### src/rtl/framebuffer_scanout.sv
// Raster scanout: generates 800x480@60 timing, reads the framebuffer with a
// per-frame horizontal scroll (wrapping at FB_WIDTH) and expands palette indices to RGB.
module framebuffer_scanout #(
  parameter int unsigned COOR_WIDTH   = 12,
  parameter int unsigned FB_WIDTH     = 1280,
  parameter int unsigned FB_HEIGHT    = 300,
  parameter int unsigned H_ACTIVE     = 800,
  parameter int unsigned H_FP         = 40,
  parameter int unsigned H_SYNC       = 128,
  parameter int unsigned H_BP         = 88,
  parameter int unsigned V_ACTIVE     = 480,
  parameter int unsigned V_FP         = 10,
  parameter int unsigned V_SYNC       = 2,
  parameter int unsigned V_BP         = 33,
  parameter int unsigned READ_LATENCY = 2
) (
  input  logic                  clk_33m,
  input  logic                  rst,
  input  logic [COOR_WIDTH-1:0] scroll_x,
  output logic [COOR_WIDTH-1:0] read_x,
  output logic [COOR_WIDTH-1:0] read_y,
  output logic                  read_en,
  input  logic [2:0]            read_palette,
  output logic [23:0]           rgb,
  output logic                  de,
  output logic                  hsync,
  output logic                  vsync,
  output logic                  frame_start
);

  localparam int unsigned H_TOTAL = H_ACTIVE + H_FP + H_SYNC + H_BP;
  localparam int unsigned V_TOTAL = V_ACTIVE + V_FP + V_SYNC + V_BP;

  localparam logic [COOR_WIDTH-1:0] H_LAST   = COOR_WIDTH'(H_TOTAL - 1);
  localparam logic [COOR_WIDTH-1:0] V_LAST   = COOR_WIDTH'(V_TOTAL - 1);
  localparam logic [COOR_WIDTH-1:0] H_ACT_C  = COOR_WIDTH'(H_ACTIVE);
  localparam logic [COOR_WIDTH-1:0] V_ACT_C  = COOR_WIDTH'(V_ACTIVE);
  localparam logic [COOR_WIDTH-1:0] FB_H_C   = COOR_WIDTH'(FB_HEIGHT);
  localparam logic [COOR_WIDTH-1:0] FB_W_C   = COOR_WIDTH'(FB_WIDTH);
  localparam logic [COOR_WIDTH-1:0] HS_START = COOR_WIDTH'(H_ACTIVE + H_FP);
  localparam logic [COOR_WIDTH-1:0] HS_END   = COOR_WIDTH'(H_ACTIVE + H_FP + H_SYNC);
  localparam logic [COOR_WIDTH-1:0] VS_START = COOR_WIDTH'(V_ACTIVE + V_FP);
  localparam logic [COOR_WIDTH-1:0] VS_END   = COOR_WIDTH'(V_ACTIVE + V_FP + V_SYNC);
  localparam logic [COOR_WIDTH:0]   FB_W_X   = (COOR_WIDTH + 1)'(FB_WIDTH);

  logic [COOR_WIDTH-1:0] h;
  logic [COOR_WIDTH-1:0] v;
  logic [COOR_WIDTH-1:0] scroll_l;

  logic                  h_end;
  logic                  v_end;
  logic                  active;
  logic                  in_fb;
  logic                  hs_win;
  logic                  vs_win;
  logic [COOR_WIDTH:0]   sum;
  logic [COOR_WIDTH:0]   wrapped;

  logic [READ_LATENCY-1:0] act_d;
  logic [READ_LATENCY-1:0] fb_d;
  logic [READ_LATENCY-1:0] hs_d;
  logic [READ_LATENCY-1:0] vs_d;

  // Raster counters and the once-per-frame scroll latch
  always_ff @(posedge clk_33m or posedge rst) begin
    if (rst) begin
      h        <= '0;
      v        <= '0;
      scroll_l <= '0;
    end else begin
      if (h_end) begin
        h <= '0;
        if (v_end) v <= '0;
        else       v <= v + 1'b1;
      end else begin
        h <= h + 1'b1;
      end
      if (h_end && v_end)
        scroll_l <= (scroll_x >= FB_W_C) ? '0 : scroll_x;
    end
  end

  always_comb begin
    h_end   = (h == H_LAST);
    v_end   = (v == V_LAST);
    active  = (h < H_ACT_C) && (v < V_ACT_C);
    // Counters sit at (0,0) during reset, so the read strobe is held off explicitly
    in_fb   = active && (v < FB_H_C) && !rst;
    hs_win  = (h >= HS_START) && (h < HS_END);
    vs_win  = (v >= VS_START) && (v < VS_END);
    sum     = {1'b0, h} + {1'b0, scroll_l};
    wrapped = (sum >= FB_W_X) ? (sum - FB_W_X) : sum;
  end

  assign read_en     = in_fb;
  assign read_x      = in_fb ? wrapped[COOR_WIDTH-1:0] : '0;
  assign read_y      = in_fb ? v : '0;
  assign frame_start = h_end && v_end;

  // Control bits ride a delay line matching the RAM latency, then one output register
  always_ff @(posedge clk_33m or posedge rst) begin
    if (rst) begin
      act_d <= '0;
      fb_d  <= '0;
      hs_d  <= '0;
      vs_d  <= '0;
      de    <= 1'b0;
      hsync <= 1'b1;
      vsync <= 1'b1;
      rgb   <= '0;
    end else begin
      act_d[0] <= active;
      fb_d[0]  <= in_fb;
      hs_d[0]  <= hs_win;
      vs_d[0]  <= vs_win;
      for (int unsigned i = 1; i < READ_LATENCY; i++) begin
        act_d[i] <= act_d[i-1];
        fb_d[i]  <= fb_d[i-1];
        hs_d[i]  <= hs_d[i-1];
        vs_d[i]  <= vs_d[i-1];
      end
      de    <= act_d[READ_LATENCY-1];
      hsync <= ~hs_d[READ_LATENCY-1];
      vsync <= ~vs_d[READ_LATENCY-1];
      rgb   <= fb_d[READ_LATENCY-1] ?
               {{8{read_palette[2]}}, {8{read_palette[1]}}, {8{read_palette[0]}}} : '0;
    end
  end

endmodule

### config.mk
export PLATFORM = sky130hd
export DESIGN_NAME = framebuffer_scanout
export DESIGN_NICKNAME = d
export VERILOG_FILES = /design/src/rtl/framebuffer_scanout.sv
export SDC_FILE = /design/constraint.sdc
export NUM_CORES = 1
export LEC_CHECK = 0
export ABC_AREA = 1
export CAP_MARGIN = 20
export CORE_AREA = 2 2 112 71
export DETAILED_ROUTE_END_ITERATION = 16
export DIE_AREA = 0 0 114 73
export HOLD_SLACK_MARGIN = 0.05
export PLACE_DENSITY = 0.78
export SYNTH_ARGS = -nofsm -noshare
export SYNTH_HDL_FRONTEND = slang
export SYNTH_SLANG_ARGS = --single-unit
export TNS_END_PERCENT = 1
### constraint.sdc
create_clock -name clk_33m -period 2.25 [get_ports clk_33m]
set_input_delay 0.3375 -clock clk_33m [delete_from_list [all_inputs] [get_ports clk_33m]]
set_output_delay 0.3375 -clock clk_33m [all_outputs]
set_load 0.03 [all_outputs]
==> flow_summary.yaml <==
route:
  drt-pass1-iter-count: 6
  routed_wl_um: 8590
  route.detailed.drc: 0
  vias_per_cell: 5.11
  vias: 3186
  avgRoutedWirePerCell_um: 13.8
  antenna_left: 0
  drtIter0Drc: 290
clock_tree:
  cts_made_buffers: 5
  cts.sinks: 50
  cts.clk_slew.worst_paths_ps: 60
  htreeDepth: 2
  cts_tree: "yes"
  cts.path.max_buffers: 2
  cts_hold_buf: 0
  insertion_delay_ps: 280
  root_buffer: "clkbuf_16"
logic_synthesis:
  synth_edf_count: 0
  syn_avg_cell_area_sq_um: 7.42
  synth_cell_types: 36
  ys_async_sr_fraction_pct: 100
  ys.flop_type: "dfrtp_1"
  ys_seq_area_share_pct: 38.5
  ys_ff_latch: 50
  ys_warn_count: 0
  syn_area_sq_mm: 0.00326
  syn_inst: 439
worst_setup_path:
  reg2reg_to: "scroll_l[10]"
  crit_path_start_kind: "register"
  worst_ep_required_time_ps: 1910
  critPathKind: "register to primary output"
  r2r_start: "h[0]"
  cp_max_fo: 3
  cp-startpoint: "h[0]"
  cp-endpoint: "read_x[9]"
  r2r_slack_ps: 50
  endpoint_kind: "primary output"
  reg2reg_depth: 12
  worst-endpoint-arrival_ps: 2350
power:
  peakVddDrop_mv: 0.341
  finalPower_mw: 2.10
  p_per_area_mw_per_mm2: 455
  cellLeakagePower_nw: 2.40
cells_and_area:
  fin_area_sq_mm: 0.00461
  num-fill-cells: 589
  final_cell_mix: "nand2_1 (97), inv_1 (66), buf_4 (57)"
  drive_gt1_share_pct: 25.3
  multi_input_area_sq_mm: 0.00177
  syn_to_final_growth_pct: 41.5
  mostFrequentLayoutCell: "nand2_1"
  nets: 562
  seq_area_sq_mm: 0.00125
  diodes: 0
floorplan:
  dieArea_sq_mm: 0.00832
  die_h_um: 73
  pin_count: 70
  core_area_sq_mm: 0.00744
  die_w_um: 114
  rows: 25
  start_util_pct: 43.7
timing:
  fin_hold_ws_ps: 348
  period_needed_ps: 2690
  slew_headroom_pct: 64.6
  fin_crit_sh_pct: 119
  slew_viol_final: 0
  tightest_slew_ps: 530
  fin_skew_ps: 4.58
  fmax_ghz: 0.372
  grt_setup_unrepaired: "yes"
  setup_viol: 22
  setup_ws_ps: -439
  hold_viol: 0
min_path:
  min_path_type: "register to register"
global_route:
  overflow: 0
  grt_pass1_wl_um: 13300
  grt_pass1_vias: 2833
  grt_max_degree: 26
  grt.total_usage_pct: 20.3
  antenna_found_initial: 0
placed_design:
  placed_area_sq_mm: 0.00413
  post-dp-hpwl_um: 6040
  gp_congestion: 0.972
  numPortBuffers: 66
status:
  outcome: "complete, but fails checks"
  violations: "setup timing"
run:
  max_cap_violations: 0
## final cells by class
cell class / count / share of cell area [%]
clock buffers: 6 / 3.01
inverters: 70 / 5.97
multi-input cells: 291 / 38.4
repair buffers: 111 / 21.5
flip-flops and latches: 50 / 27.2
well taps: 94 / 2.55
clock inverters: 2 / 1.30
## through the flow
step                setup slack (ps)  util [%]  cells  setup TNS (ps)
finish                          -439      61.9    624           -2810
global route                    -551      61.9    624           -6330
CTS                             -382      60.0    623           -3440
detailed placement              -230      55.5    612            -633
global placement                -159      55.5    612            -408
floorplan                      -81.9         -    441           -1060
## critical path, cell delays in order, from the launching register on
cell     delay, ps
dfrtp_1        400
ha_2           210
fa_2           360
nand2_2         80
nand2_2         60
nand3_2         90
nand2_2         80
a21oi_2        150
inv_1           60
nor2_2         140
nand2_1         80
nand2_1         70
inv_2           50
nor2_4          90
buf_6          140
## state kept, by name, summed over array words and instances, names as in the netlist
name / flops
h: 12
scroll_l: 12
v: 12
rgb: 3
act_d: 2
fb_d: 2
hs_d: 2
vs_d: 2
de: 1
hsync: 1
vsync: 1
## logic make-up (layout without fill, tap and decap cells)
group	Yosys count	in the layout	share of synthesized area (%)
other cells	1	3	0.115
compound gates	49	49	7.95
fa+ha+maj	16	16	6.38
simple gates	213	213	29.4
buf+inv	100	189	15.0
xor+xnor	10	10	2.69
flops	50	50	38.5
## how the worst min path moves through the flow
stage                        start        to  slack [ps]  cells after the start
after floorplan           act_d[0]  act_d[1]         330                      0
after global placement    act_d[0]  act_d[1]         330                      0
after detailed placement  act_d[0]  act_d[1]         330                      0
after CTS                 act_d[0]  act_d[1]         350                      0
after global routing       vs_d[0]   vs_d[1]         350                      0
final                     act_d[0]  act_d[1]         350                      0
## routing by layer
metal / vias to the layer above / part of all wire, % / global-route usage [%]
li1: 1535 / - / -
met1: 1488 / 45 / 28.5
met2: 151 / 46 / 32.7
met3: 12 / 8.5 / 4.07
met4: 0 / 1.0 / 4.47
met5: - / 0 / 0
## report_power, final
part	leakage, nW	internal [mW]	switching, mW
registers	0.596	0.903	0.00561
clock network	0.0971	0.667	0.319
logic	1.71	0.0832	0.117
total	2.40	1.65	0.441
## cells in the mapped netlist (all sizes together), types with 4 or more instances
cell type  instances  area share, %
xor2              10            2.7
nand4              7            1.3
inv               70            8.3
o21ai             21            3.2
nor2              45            5.8
ha                15            5.8
nor3              15            3.0
nand2            107             13
dfrtp             48             37
nand3             30            4.6
a21oi             22            3.4
or2                4           0.77
buf               27            6.4
## what timing repair did
action,CTS,global route
gates resized for setup,26,28
endpoints found under the setup margin,31,36
pin swaps,16,7
endpoints found under the hold margin,0,0
setup buffers,3,1
Note: power is estimated with default switching activity, not from simulation.
